<file path="config.mk">
export PLATFORM = sky130hd
export DESIGN_NAME = apb_event_sink
export DESIGN_NICKNAME = d
export VERILOG_FILES = /design/src/rtl/events_apb_pkg.sv /design/src/rtl/event_accum.sv /design/src/rtl/apb_event_sink.sv
export SDC_FILE = /design/constraint.sdc
export NUM_CORES = 1
export LEC_CHECK = 0
export BUFFER_PORTS_ARGS = -buffer_cell sky130_fd_sc_hd__buf_2
export CORE_MARGIN = 2
export CORE_UTILIZATION = 52
export CTS_CLUSTER_DIAMETER = 100
export DETAILED_ROUTE_END_ITERATION = 10
export PLACE_DENSITY = 0.8
export SLEW_MARGIN = 10
export SYNTH_ARGS = -nofsm -noshare
export SYNTH_HDL_FRONTEND = slang
export SYNTH_SLANG_ARGS = --single-unit
export TNS_END_PERCENT = 100
</file>
<file path="constraint.sdc">
create_clock -name clk -period 6.5 [get_ports clk]
set_clock_uncertainty 0.15 [all_clocks]
set_input_delay 0.975 -clock clk [delete_from_list [all_inputs] [get_ports clk]]
set_output_delay 0.975 -clock clk [all_outputs]
set_load 0.01 [all_outputs]
</file>
<file path="src/rtl/events_apb_pkg.sv">
// Shared definitions for the event-count APB slice: address map, FSM states,
// event indices, the latched APB request payload and the address decoder.
package events_apb_pkg;

   localparam logic [31:0] ADDR_EVENT_A = 32'hABBA_0000;
   localparam logic [31:0] ADDR_EVENT_B = 32'hBAFF_0000;
   localparam logic [31:0] ADDR_EVENT_C = 32'hCAFE_0000;
   localparam logic [31:0] ADDR_STATUS  = 32'hD0D0_0000;

   localparam int unsigned NUM_EVENTS = 3;

   typedef enum logic {
      IDLE,
      ACCESS
   } state_t;

   // Event index shared with the requester; also the STATUS bit position.
   typedef enum logic [1:0] {
      EV_A = 2'd0,
      EV_B = 2'd1,
      EV_C = 2'd2
   } event_idx_t;

   typedef enum logic [2:0] {
      DEC_EV_A,
      DEC_EV_B,
      DEC_EV_C,
      DEC_STATUS,
      DEC_NONE
   } dec_t;

   // Request captured in the setup phase and held through the access phase.
   typedef struct packed {
      logic [31:0] addr;
      logic        write;
      logic [31:0] wdata;
   } apb_req_t;

   // Exact 32-bit match against the register map.
   function automatic dec_t addr_decode(input logic [31:0] addr);
      dec_t dec;
      case (addr)
         ADDR_EVENT_A: dec = DEC_EV_A;
         ADDR_EVENT_B: dec = DEC_EV_B;
         ADDR_EVENT_C: dec = DEC_EV_C;
         ADDR_STATUS:  dec = DEC_STATUS;
         default:      dec = DEC_NONE;
      endcase
      return dec;
   endfunction

endpackage

</file>
<file path="src/rtl/event_accum.sv">
// Saturating per-event accumulator with sticky overflow flag.
// A clear in the same cycle as an add resets the total first and then adds,
// so the event arriving with the clear is not lost; clear also beats W1C.
module event_accum #(
   parameter int unsigned CNT_W = 16
) (
   input  logic             clk,
   input  logic             reset,
   input  logic             clr_i,
   input  logic             add_en_i,
   input  logic [CNT_W-1:0] add_val_i,
   input  logic             w1c_i,
   output logic [CNT_W-1:0] total_o,
   output logic             ovf_o
);

   logic [CNT_W-1:0] total_q, total_d;
   logic             ovf_q, ovf_d;
   logic [CNT_W-1:0] base;
   logic [CNT_W:0]   sum;

   // Next total/flag: clear, then add with saturation on carry-out.
   always_comb begin
      base    = clr_i ? '0 : total_q;
      sum     = {1'b0, base} + {1'b0, add_val_i};
      total_d = base;
      ovf_d   = clr_i ? 1'b0 : (ovf_q & ~w1c_i);
      if (add_en_i) begin
         if (sum[CNT_W]) begin
            total_d = '1;
            ovf_d   = 1'b1;
         end else begin
            total_d = sum[CNT_W-1:0];
         end
      end
   end

   // Total and flag registers.
   always_ff @(posedge clk) begin
      if (reset) begin
         total_q <= '0;
         ovf_q   <= 1'b0;
      end else begin
         total_q <= total_d;
         ovf_q   <= ovf_d;
      end
   end

   assign total_o = total_q;
   assign ovf_o   = ovf_q;

endmodule

</file>
<file path="src/rtl/apb_event_sink.sv">
// APB completer terminating the event-count write stream. Accumulates writes
// into three saturating totals, serves reads of totals and STATUS, inserts
// WAIT_CYCLES wait states and flags unmapped accesses with PSLVERR.
// Optional: define APB_EVENT_SINK_IRQ_EN to add the registered irq_o output.
module apb_event_sink
   import events_apb_pkg::*;
#(
   parameter int unsigned WAIT_CYCLES = 0,
   parameter int unsigned CNT_W       = 16
) (
   input  logic             clk,
   input  logic             reset,
   input  logic             apb_psel_i,
   input  logic             apb_penable_i,
   input  logic [31:0]      apb_paddr_i,
   input  logic             apb_pwrite_i,
   input  logic [31:0]      apb_pwdata_i,
   output logic [31:0]      apb_prdata_o,
   output logic             apb_pready_o,
   output logic             apb_pslverr_o,
   input  logic             clr_i,
   output logic [CNT_W-1:0] total_a_o,
   output logic [CNT_W-1:0] total_b_o,
   output logic [CNT_W-1:0] total_c_o
`ifdef APB_EVENT_SINK_IRQ_EN
   ,
   output logic             irq_o
`endif
);

   localparam int unsigned WAIT_W = (WAIT_CYCLES > 0) ? $clog2(WAIT_CYCLES + 1) : 1;

   state_t                state_q, state_d;
   logic [WAIT_W-1:0]     cnt_q, cnt_d;
   apb_req_t              req_q, req_d;
   logic                  pready_q, pready_d;
   logic                  pslverr_q, pslverr_d;
   logic [31:0]           prdata_q, prdata_d;
   logic                  commit, resp_en;
   dec_t                  dec_cur, dec_nxt;
   logic [NUM_EVENTS-1:0] add_en, w1c, ovf;
   logic [CNT_W-1:0]      total_a, total_b, total_c;

   assign dec_cur = addr_decode(req_q.addr);
   assign dec_nxt = addr_decode(req_d.addr);

   // Transfer FSM; the response is prepared one edge ahead so it leaves a flop.
   always_comb begin
      state_d   = state_q;
      cnt_d     = cnt_q;
      req_d     = req_q;
      commit    = 1'b0;
      resp_en   = 1'b0;
      pready_d  = 1'b0;
      pslverr_d = 1'b0;
      prdata_d  = '0;
      case (state_q)
         IDLE: begin
            if (apb_psel_i && !apb_penable_i) begin
               state_d     = ACCESS;
               cnt_d       = '0;
               req_d.addr  = apb_paddr_i;
               req_d.write = apb_pwrite_i;
               req_d.wdata = apb_pwdata_i;
               resp_en     = (WAIT_CYCLES == 0);
            end
         end
         ACCESS: begin
            if (!apb_psel_i) begin
               state_d = IDLE;
            end else if (cnt_q == WAIT_W'(WAIT_CYCLES)) begin
               commit  = 1'b1;
               state_d = IDLE;
            end else begin
               cnt_d   = cnt_q + WAIT_W'(1);
               resp_en = ((32'(cnt_q) + 32'd1) == 32'(WAIT_CYCLES));
            end
         end
         default: state_d = IDLE;
      endcase
      if (resp_en) begin
         pready_d  = 1'b1;
         pslverr_d = (dec_nxt == DEC_NONE);
         if (!req_d.write) begin
            case (dec_nxt)
               DEC_EV_A:   prdata_d = 32'(total_a);
               DEC_EV_B:   prdata_d = 32'(total_b);
               DEC_EV_C:   prdata_d = 32'(total_c);
               DEC_STATUS: prdata_d = 32'(ovf);
               default:    prdata_d = '0;
            endcase
         end
      end
   end

   // Per-event add and W1C strobes for the committing write.
   always_comb begin
      add_en       = '0;
      w1c          = '0;
      add_en[EV_A] = commit && req_q.write && (dec_cur == DEC_EV_A);
      add_en[EV_B] = commit && req_q.write && (dec_cur == DEC_EV_B);
      add_en[EV_C] = commit && req_q.write && (dec_cur == DEC_EV_C);
      if (commit && req_q.write && (dec_cur == DEC_STATUS)) begin
         w1c = req_q.wdata[NUM_EVENTS-1:0];
      end
   end

   // FSM, latched request and registered APB response.
   always_ff @(posedge clk) begin
      if (reset) begin
         state_q   <= IDLE;
         cnt_q     <= '0;
         req_q     <= '0;
         pready_q  <= 1'b0;
         pslverr_q <= 1'b0;
         prdata_q  <= '0;
      end else begin
         state_q   <= state_d;
         cnt_q     <= cnt_d;
         req_q     <= req_d;
         pready_q  <= pready_d;
         pslverr_q <= pslverr_d;
         prdata_q  <= prdata_d;
      end
   end

   event_accum #(.CNT_W(CNT_W)) u_accum_a (
      .clk       (clk),
      .reset     (reset),
      .clr_i     (clr_i),
      .add_en_i  (add_en[EV_A]),
      .add_val_i (req_q.wdata[CNT_W-1:0]),
      .w1c_i     (w1c[EV_A]),
      .total_o   (total_a),
      .ovf_o     (ovf[EV_A])
   );

   event_accum #(.CNT_W(CNT_W)) u_accum_b (
      .clk       (clk),
      .reset     (reset),
      .clr_i     (clr_i),
      .add_en_i  (add_en[EV_B]),
      .add_val_i (req_q.wdata[CNT_W-1:0]),
      .w1c_i     (w1c[EV_B]),
      .total_o   (total_b),
      .ovf_o     (ovf[EV_B])
   );

   event_accum #(.CNT_W(CNT_W)) u_accum_c (
      .clk       (clk),
      .reset     (reset),
      .clr_i     (clr_i),
      .add_en_i  (add_en[EV_C]),
      .add_val_i (req_q.wdata[CNT_W-1:0]),
      .w1c_i     (w1c[EV_C]),
      .total_o   (total_c),
      .ovf_o     (ovf[EV_C])
   );

`ifdef APB_EVENT_SINK_IRQ_EN
   logic irq_q, irq_d;

   // Interrupt follows the flags one cycle late.
   always_comb begin
      irq_d = |ovf;
   end

   // Interrupt register.
   always_ff @(posedge clk) begin
      if (reset) begin
         irq_q <= 1'b0;
      end else begin
         irq_q <= irq_d;
      end
   end

   assign irq_o = irq_q;
`endif

   assign apb_pready_o  = pready_q;
   assign apb_pslverr_o = pslverr_q;
   assign apb_prdata_o  = prdata_q;
   assign total_a_o     = total_a;
   assign total_b_o     = total_b;
   assign total_c_o     = total_c;

endmodule

</file>
==> results of run 1 <==
[sequential cells by signal, indices dropped and copies added (netlist names), 16 cells and up]
name / flops
req_q: 49
u_accum_c.total_o: 16
u_accum_b.total_o: 16
apb_prdata_o: 16
u_accum_a.total_o: 16
[power by group]
part	internal, mW	switching (mW)	total (mW)
clock network	0.643	0.361	1.00
registers	0.738	0.0175	0.756
logic	0.0469	0.0799	0.127
total	1.43	0.458	1.89
[routing by layer]
layer | share of wire [%] | up-vias
li1 | - | 3348
met1 | 43 | 3291
met2 | 46 | 316
met3 | 8.0 | 40
met4 | 2.5 | 0
met5 | 0 | -
[through the flow]
| step | power [mW] | area [um2] | setup WS, ps | hold WS (ps) |
|---|---|---|---|---|
| after CTS | 1.89 | 8300 | 1780 | 305 |
| after detailed placement | 0.895 | 7670 | 1440 | 297 |
| after global placement | 0.892 | 7670 | 1550 | 291 |
| after global routing | 1.94 | 8300 | 1430 | 333 |
| after floorplan | 0.855 | 7100 | 2750 | 281 |
| final | 1.89 | 8300 | 1640 | 308 |
[critical path, cell delays in order]
cell and delay, ps:
buf_2 550, clkinv_1 190, buf_4 260, nand2_1 100, inv_1 70, fa_1 420
a211oi_1 400, o21ai_0 220, a31oi_1 310, a21oi_1 210, a221oi_1 470, o21a_1 600
a221oi_1 170
[layout make-up]
class,instances,area [um2],share of cell area (%)
clock buffers,18,429,5.17
well taps,176,220,2.65
multi-input cells,678,4320,52.0
inverters,32,120,1.45
repair buffers,126,648,7.81
flip-flops and latches,118,2360,28.5
clock inverters,14,200,2.41
[layout by cell type (no fill, tap or decap), drive strengths merged, types with 6 or more instances in the layout]
| cell | synthesis | final |
|---|---|---|
| nor2 | 56 | 56 |
| and3 | 6 | 6 |
| o21ai | 26 | 26 |
| clkinvlp | 0 | 6 |
| xor2 | 18 | 18 |
| a21oi | 87 | 87 |
| nor2b | 36 | 36 |
| nand4 | 6 | 6 |
| a31oi | 25 | 25 |
| nor4 | 9 | 9 |
| buf | 30 | 126 |
| nand2b | 8 | 8 |
| clkbuf | 30 | 18 |
| a221oi | 17 | 17 |
| conb | 1 | 16 |
| nand2 | 138 | 138 |
| ha | 48 | 48 |
| a22oi | 8 | 8 |
| nor3 | 14 | 14 |
| nand3 | 12 | 12 |
| a311oi | 12 | 12 |
| xnor2 | 19 | 19 |
| a222oi | 13 | 13 |
| dfxtp | 118 | 118 |
| inv | 31 | 33 |
| a21o | 17 | 17 |
| o21bai | 8 | 8 |
| a211oi | 23 | 23 |
| o21a | 9 | 9 |
[worst paths after layout]
kind / from / slack [ps] / to
max reg2reg: req_q[0] / 2640 / u_accum_b.total_o[4]
min reg2reg: req_q[32] / 310 / req_q[32]
min: req_q[32] / 310 / req_q[32]
max: clr_i / 1640 / u_accum_b.total_o[4]
[cells by family (layout without fill, tap and decap cells)]
group	Yosys count	after routing	share of synthesized area [%]
AO/OA/AOI/OAI	260	260	24.7
XOR/XNOR	37	37	4.60
adder cells (fa/ha/maj)	51	51	9.38
buffers and inverters	92	190	6.09
flip-flops	118	118	33.5
multiplexers	2	2	0.284
other	1	16	0.0532
AND/OR/NAND/NOR	312	312	21.3
==> out/results.tsv, run 1 <==
metric	value	unit
status	finished clean	
synthArstFlopShare	0	%
grt_use_met2	45.5	%
grt_first_pass_wirelength	32100	um
yosys.cell_types.count	62	
area.growth.synth_to_final	17.8	%
path_max_fanout	33	
syn_avg_cell_area	8.07	um2
synthTopCellsByArea	dfxtp_1 34%, ha_1 8.5%, nand2_1 7.4%, a21oi_1 6.2%, nor2b_1 3.2%	
die_x	120	um
nets	1094	
reg2reg_depth	9	
synth_seq_area_share	33.5	%
tightestPinTransition	1230	ps
cts_resized	0	
drt_wl_total	20200	um
cp-start-kind	primary input	
port-buffer-count	119	
wl_per_cell	17.4	um
period_share	74.8	%
cts_setup_buffers	0	
slew_viol_final	0	
clk_latency	430	ps
worstSetupEndpointType	register	
irDropWorstVdd	0.178	mV
ctsHoldBuffers	0	
crit_required	6610	ps
worstPathArrival	4970	ps
gp_congestion	0.975	
grt_pass1_vias	6428	
grt_max_degree	55	
cts_max_level	4	
drt_pre_antenna_iters	8	
power_density	227	nW/um2
cts.sinks	118	
remaining_drc_errors	0	
io_pins	152	
coreArea	13200	um2
finalSetupViolCount	0	
placed_cells	1130	
grt.met3_usage	5.57	%
drtIter0Drc	654	
die_area	14500	um2
ys_ff_latch	118	
max_slew_margin	17.4	%
power_leakage	3.67	nW
antenna_cells	0	
maxCapViolations	0	
synth_cells	873	
grt_util_all_layers	28.2	%
synth_warnings	0	
grt_use_met1	37.2	%
fin_crit	4860	ps
ant_nets	0	
antenna_found_initial	0	
fp.dieH	120	um
drive_gt1_share	17.4	%
crit_type	in2reg	
root_buffer	clkbuf_16	
grt_overflow	0	
netlist_area	7040	um2
finalNonFillerCells	1162	
synth_edf_count	0	
rows	42	
synth_top_area_share	33.5	%
whs_path_depth	2	
cts_buffer_depth	2	
hp-class	reg2reg	
cts_tree	built	
num_vias	6995	
vias_per_cell	6.02	
start_util	53.2	%
final.setup.tns	0	ps
final_core_util	62.6	%
hold_violations	0	
synthTopCellsByCount	138 x nand2_1, 118 x dfxtp_1, 87 x a21oi_1, 54 x nor2_1, 48 x ha_1	
dp_hpwl	14300	um
fillers	1162	
synth_top_cell_by_area	dfxtp_1	
ys.flop_type	dfxtp_1	
busiest_layer	met2	
synth_most_common_cell	nand2_1	
max_freq	206	MHz
rsz0062_at_grt	false	
clkTransAtPathRegs	60	ps
numCtsBuffers	17	
(Power assumes the default switching activity.)
==> run 2, diff against run 1 <==
ABC_AREA = 1   (was default)
CORE_UTILIZATION = 51   (was 52)
clock period = 4 ns   (was 6.5 ns; I/O delays follow)
==> run 2 against run 1 <==
Sequential power increased by 64%; sequential cell count did not move; non-clock buffer count grew 9; count of clock-buffer cells in the layout increased by 5; first-iteration DRC count up 19%; die area rose by 18%; via count is 26% higher; synthesized cell count rose by 51%; routed wire length grew 19%; area after synthesis rose by 17%; cell count rose by 42%; critical path type is now reg2reg; critical endpoint is now apb_prdata_o[1]; largest cell class unchanged; highest routed layer unchanged.
==> out/results.tsv, run 2 <==
metric	value	unit
status	finished clean	
grt_util_all_layers	28.0	%
tightestPinTransition	911	ps
vias_per_cell	5.31	
final-seq-area	2360	um2
crit_end	apb_prdata_o[1]	
maxCapViolations	0	
synth_fa_ha_area_share	8.05	%
numCtsBuffers	17	
synthTopCellsByCount	327 x nand2_1, 209 x nor2_1, 167 x inv_1, 118 x dfxtp_1, 84 x a21oi_1	
nets	1546	
cts_tree	built	
r2r_slack	730	ps
synth_top_cell_by_area	dfxtp_1	
final.setup.tns	0	ps
synth_top_area_share	28.8	%
worstPathArrival	3460	ps
cts_max_level	4	
remaining_drc_errors	0	
ys.flop_type	dfxtp_1	
crit_type	reg2reg	
synth_cells	1314	
internal_power	2.31	mW
dp_hpwl	18300	um
antenna_found_initial	0	
r2r-end	apb_prdata_o[1]	
synth_warnings	0	
hold_slack	273	ps
root_buffer	clkbuf_16	
io_pins	152	
clk_latency	420	ps
area.growth.synth_to_final	15.9	%
cts_buffer_depth	2	
max_slew_margin	39.2	%
slew_viol_final	0	
yosys.cell_types.count	40	
design_area	9510	um2
coreArea	15800	um2
power_density	325	nW/um2
synth_edf_count	0	
die_area	17100	um2
synth_most_common_cell	nand2_1	
startpoint	state_q	
whs_path_depth	3	
antenna_cells	0	
grt_pass1_vias	7679	
grt_max_degree	46	
power_frac_seq	40.2	%
fin_crit	3270	ps
reg2reg_depth	13	
ys_ff_latch	118	
cts_resized	0	
final_common_cell	nand2_1	
ant_nets	0	
synth_seq_area_share	28.8	%
syn_avg_cell_area	6.25	um2
max_freq	305	MHz
synthArstFlopShare	0	%
drt_pre_antenna_iters	6	
synth_top_family_by_area	simple AND/OR/NAND/NOR gates	
clkTransAtPathRegs	60	ps
p_clk_share	50.1	%
gp_congestion	0.988	
cp-start-kind	register	
hp-class	in2reg	
largest_register	req_q	
port-buffer-count	119	
crit_required	4180	ps
path_max_fanout	45	
grt_first_pass_wirelength	37500	um
start_util	51.9	%
synthTopCellsByArea	dfxtp_1 29%, nand2_1 15%, nor2_1 9.6%, inv_1 7.6%, ha_1 7.3%	
num_vias	8785	
multi_input_area	4920	um2
crit_path_frequent_cell	nor2_1	
wl_per_cell	14.5	um
rows	46	
worstSetupEndpointType	register	
period_share	81.9	%
synth-compound-area-share	13.2	%
drt_wl_total	24000	um
die_x	131	um
drtIter0Drc	780	
rsz0062_at_grt	false	
drive_gt1_share	12.7	%
synth_mux_area_share	0	%
ctsHoldBuffers	0	
fp.dieH	131	um
synth-xor-area-share	3.73	%
largest_reg_flops	49	
synth-simple-area-share	34.3	%
grt_overflow	0	
crit_slowest_cell	buf_4	
fillers	1524	
place_area	8920	um2
path_cells	inv_2 -> nand3_2 -> buf_4 -> o21ai_0 -> nand2_1 -> nor2_1 -> nand2_1 -> nor2_1 -> buf_4 -> nand2_1 -> nor2_1 -> nor2_1 -> nor2_1	
netlist_area	8210	um2
p_switching	773	uW
finalSetupViolCount	0	
power_leakage	4.94	nW
irDropWorstVdd	0.297	mV
cts_setup_buffers	0	
hold_violations	0	
combPwrFrac	9.7	%
mostFrequentLayoutCells	327 x nand2_1, 209 x nor2_1, 167 x inv_1	
cts.sinks	118	
switching_share	25.0	%
max_stage_delay	430	ps
r2r_start	state_q	
## run 2: cell count changes after synthesis, moves of 14 or more
cell      before  now
inv_1         31  167
a31oi_1       25    0
nand2_1      138  327
nand4_1        6   22
nand3_1       12   74
a221oi_1      17    2
a211oi_1      23    3
o21ai_0       22   79
xnor2_1       19    5
nor2b_1       36    0
a21o_1        17    3
nor2_1        54  209
## run 2: critical path, delay by kind of cell, from the launching register on
family	cells	cell delay, ps
and+or+nand+nor	9	1560
buffers and inverters	3	830
DFF	1	350
AOI/OAI and AO/OA	1	270
## run 2: kinds of logic (layout without fill, tap and decap cells)
logic type / count (synthesis) / after routing
AND/OR/NAND/NOR: 676 / 676
buffers and inverters: 231 / 340
AO/OA/AOI/OAI: 202 / 202
flip-flops: 118 / 118
adder cells (fa/ha/maj): 51 / 51
XOR/XNOR: 35 / 35
other: 1 / 16
## run 2: metrics by stage
stage	instances	utilization, %	setup WS (ps)	power (mW)
floorplan	1329	-	634	1.48
global placement	1622	56.4	577	1.55
detailed placement	1622	56.4	521	1.56
CTS	1654	60.1	797	3.09
global route	1654	60.1	431	3.19
finish	1654	60.1	726	3.09
## run 2: metal layers
layer	part of all wire, %	GRT usage (%)	vias up
met4	1.8	8.45	0
met2	45	44.5	401
li1	-	-	4401
met1	44	39.1	3947
met5	0	0	-
met3	9.0	4.89	36
## run 2: worst min-delay path by stage
stage,start,endpoint,slack (ps)
after floorplan,req_q[32],req_q[32],300
after global placement,req_q[32],req_q[32],340
after detailed placement,req_q[32],req_q[32],330
after CTS,apb_pwdata_i[8],req_q[8],270
after global routing,apb_pwdata_i[8],req_q[8],270
final,apb_pwdata_i[6],req_q[6],270
## run 2: layout make-up
| class | count | area share [%] |
|---|---|---|
| Timing Repair Buffer | 135 | 7.52 |
| Clock inverter | 9 | 1.32 |
| Sequential cell | 118 | 24.8 |
| Multi-Input combinational cell | 980 | 51.7 |
| Clock buffer | 23 | 4.92 |
| Tap cell | 216 | 2.84 |
| Inverter | 173 | 6.83 |
## run 2: power by group through the flow
| stage | Clock [mW] | Combinational, mW | Sequential, mW |
|---|---|---|---|
| 2_1_floorplan | 0 | 0.225 | 1.25 |
| 3_3_place_gp | 0 | 0.289 | 1.26 |
| 3_5_place_dp | 0 | 0.293 | 1.26 |
| 4_1_cts | 1.56 | 0.296 | 1.24 |
| 5_1_grt | 1.61 | 0.337 | 1.24 |
| 6_report | 1.55 | 0.299 | 1.24 |
==> run 3, diff against run 2 <==
CORE_UTILIZATION = 52   (was 51)
PLACE_DENSITY = 0.78   (was 0.8)
clock period = 3.1 ns   (was 4 ns; I/O delays follow)
==> run 3 against run 2 <==
Power up 38%; combinational power rose by 29%; worst setup slack got worse by 410 ps; global-route usage up 1.3 points; final area rose by 2.1%.
==> out/results.tsv, run 3 (same netlist as run 2, synthesis figures left out) <==
metric	value	unit
p_total	4.25	mW
port-buffer-count	119	
root_buffer	clkbuf_16	
dp_hpwl	18300	um
fin_crit	2780	ps
finalSetupViolCount	0	
clk_latency	430	ps
power_leakage	5.05	nW
worstSetupEndpointType	register	
drive_gt1_share	13.6	%
drt_wl_total	24200	um
multi_input_area	4930	um2
hp-class	in2reg	
die_area	16800	um2
placed_cells	1630	
worstPathArrival	3000	ps
finalNonFillerCells	1662	
min-delay-start	apb_pwdata_i[5]	
cts.sinks	118	
irDropWorstVdd	0.395	mV
wl_per_cell	14.6	um
drtIter0Drc	861	
grt_first_pass_wirelength	38600	um
hold_slack	133	ps
cts_resized	0	
remaining_drc_errors	0	
area.growth.synth_to_final	18.3	%
drt_pre_antenna_iters	6	
coreArea	15300	um2
hold-path-endpoint	req_q[5]	
grt_util_all_layers	29.4	%
io_pins	152	
crit_required	3320	ps
num_vias	8843	
place_area	9040	um2
rows	45	
numCtsBuffers	17	
final_core_util	63.4	%
reg2reg_depth	14	
r2r-end	apb_prdata_o[9]	
gp_congestion	1.01	
fp.dieH	130	um
power_density	437	nW/um2
vias_per_cell	5.32	
fillers	1456	
max_slew_margin	39.7	%
nets	1559	
mostFrequentLayoutCells	327 x nand2_1, 209 x nor2_1, 167 x inv_1	
cts_tree	built	
r2r_start	state_q	
crit_type	reg2reg	
setup_slack	320	ps
final_common_cell	nand2_1	
hold_violations	0	
antenna_found_initial	0	
grt_pass1_vias	7881	
largest_register	req_q	
path_max_fanout	56	
cts_max_level	4	
final-seq-area	2360	um2
ctsHoldBuffers	0	
cp-start-kind	register	
largest_reg_flops	49	
slew_viol_final	0	
clkTransAtPathRegs	60	ps
place_worst_setup_slack	60.9	ps
period_share	89.7	%
grt_max_degree	57	
rsz0062_at_grt	false	
start_util	53.6	%
status	finished clean	
cts_buffer_depth	2	
maxCapViolations	0	
design_area	9710	um2
ant_nets	0	
antenna_cells	0	
tightestPinTransition	903	ps
max_freq	360	MHz
die_x	130	um
final.setup.tns	0	ps
grt_overflow	0	
whs_path_depth	3	
r2r_slack	320	ps
cts_setup_buffers	0	
## run 3: cell count changes in the layout (fill, tap and decap cells not counted), moves of 2 or more
cell / before / now
buf_4: 16 / 27
bufinv_16: 3 / 6
clkbuf_1: 4 / 1
buf_12: 0 / 2
clkinv_4: 0 / 2
## run 3: power by group
group / leakage, nW / internal, mW / switching [mW] / total, mW
registers: 0.959 / 1.56 / 0.0464 / 1.60
clock network: 0.323 / 1.52 / 0.734 / 2.26
logic: 3.77 / 0.132 / 0.254 / 0.387
total: 5.05 / 3.21 / 1.03 / 4.25
## run 3: per-layer routing
metal	wire length, um	track usage [%]	vias to the layer above
li1	-	-	4421
met5	0	0	-
met4	471	8.41	0
met3	2330	6.19	50
met2	10900	47.3	442
met1	10500	39.8	3930
## run 3: worst max path at each step
stage | from | end | slack [ps] | cells past startpoint
2_1_floorplan | clr_i | u_accum_c.total_o[2] | 40 | 16
3_3_place_gp | clr_i | u_accum_c.total_o[14] | 100 | 15
3_5_place_dp | clr_i | u_accum_b.total_o[15] | 60 | 15
4_1_cts | state_q | apb_prdata_o[6] | 270 | 14
5_1_grt | state_q | apb_prdata_o[5] | 30 | 14
6_report | state_q | apb_prdata_o[9] | 320 | 14
## run 3: layout make-up
| cell class | count | share of cell area (%) |
|---|---|---|
| multi-input combinational | 980 | 50.7 |
| sequential | 118 | 24.3 |
| timing repair buffer | 148 | 8.63 |
| inverter | 173 | 6.69 |
| clock buffer | 19 | 4.56 |
| tap | 211 | 2.72 |
| clock inverter | 13 | 2.34 |
## run 3: worst max-delay path, cell delays in order, from the launching register on
cell     delay, ps
dfxtp_1        340
inv_2          210
nand3_2        150
buf_12         210
nand2_1        100
nand2_1        110
inv_1           70
nand2_1         40
nor2_1         230
nand2_1         80
nor2_1         240
nand2_1        260
nor2_1         270
o21ai_1        160
inv_1           70
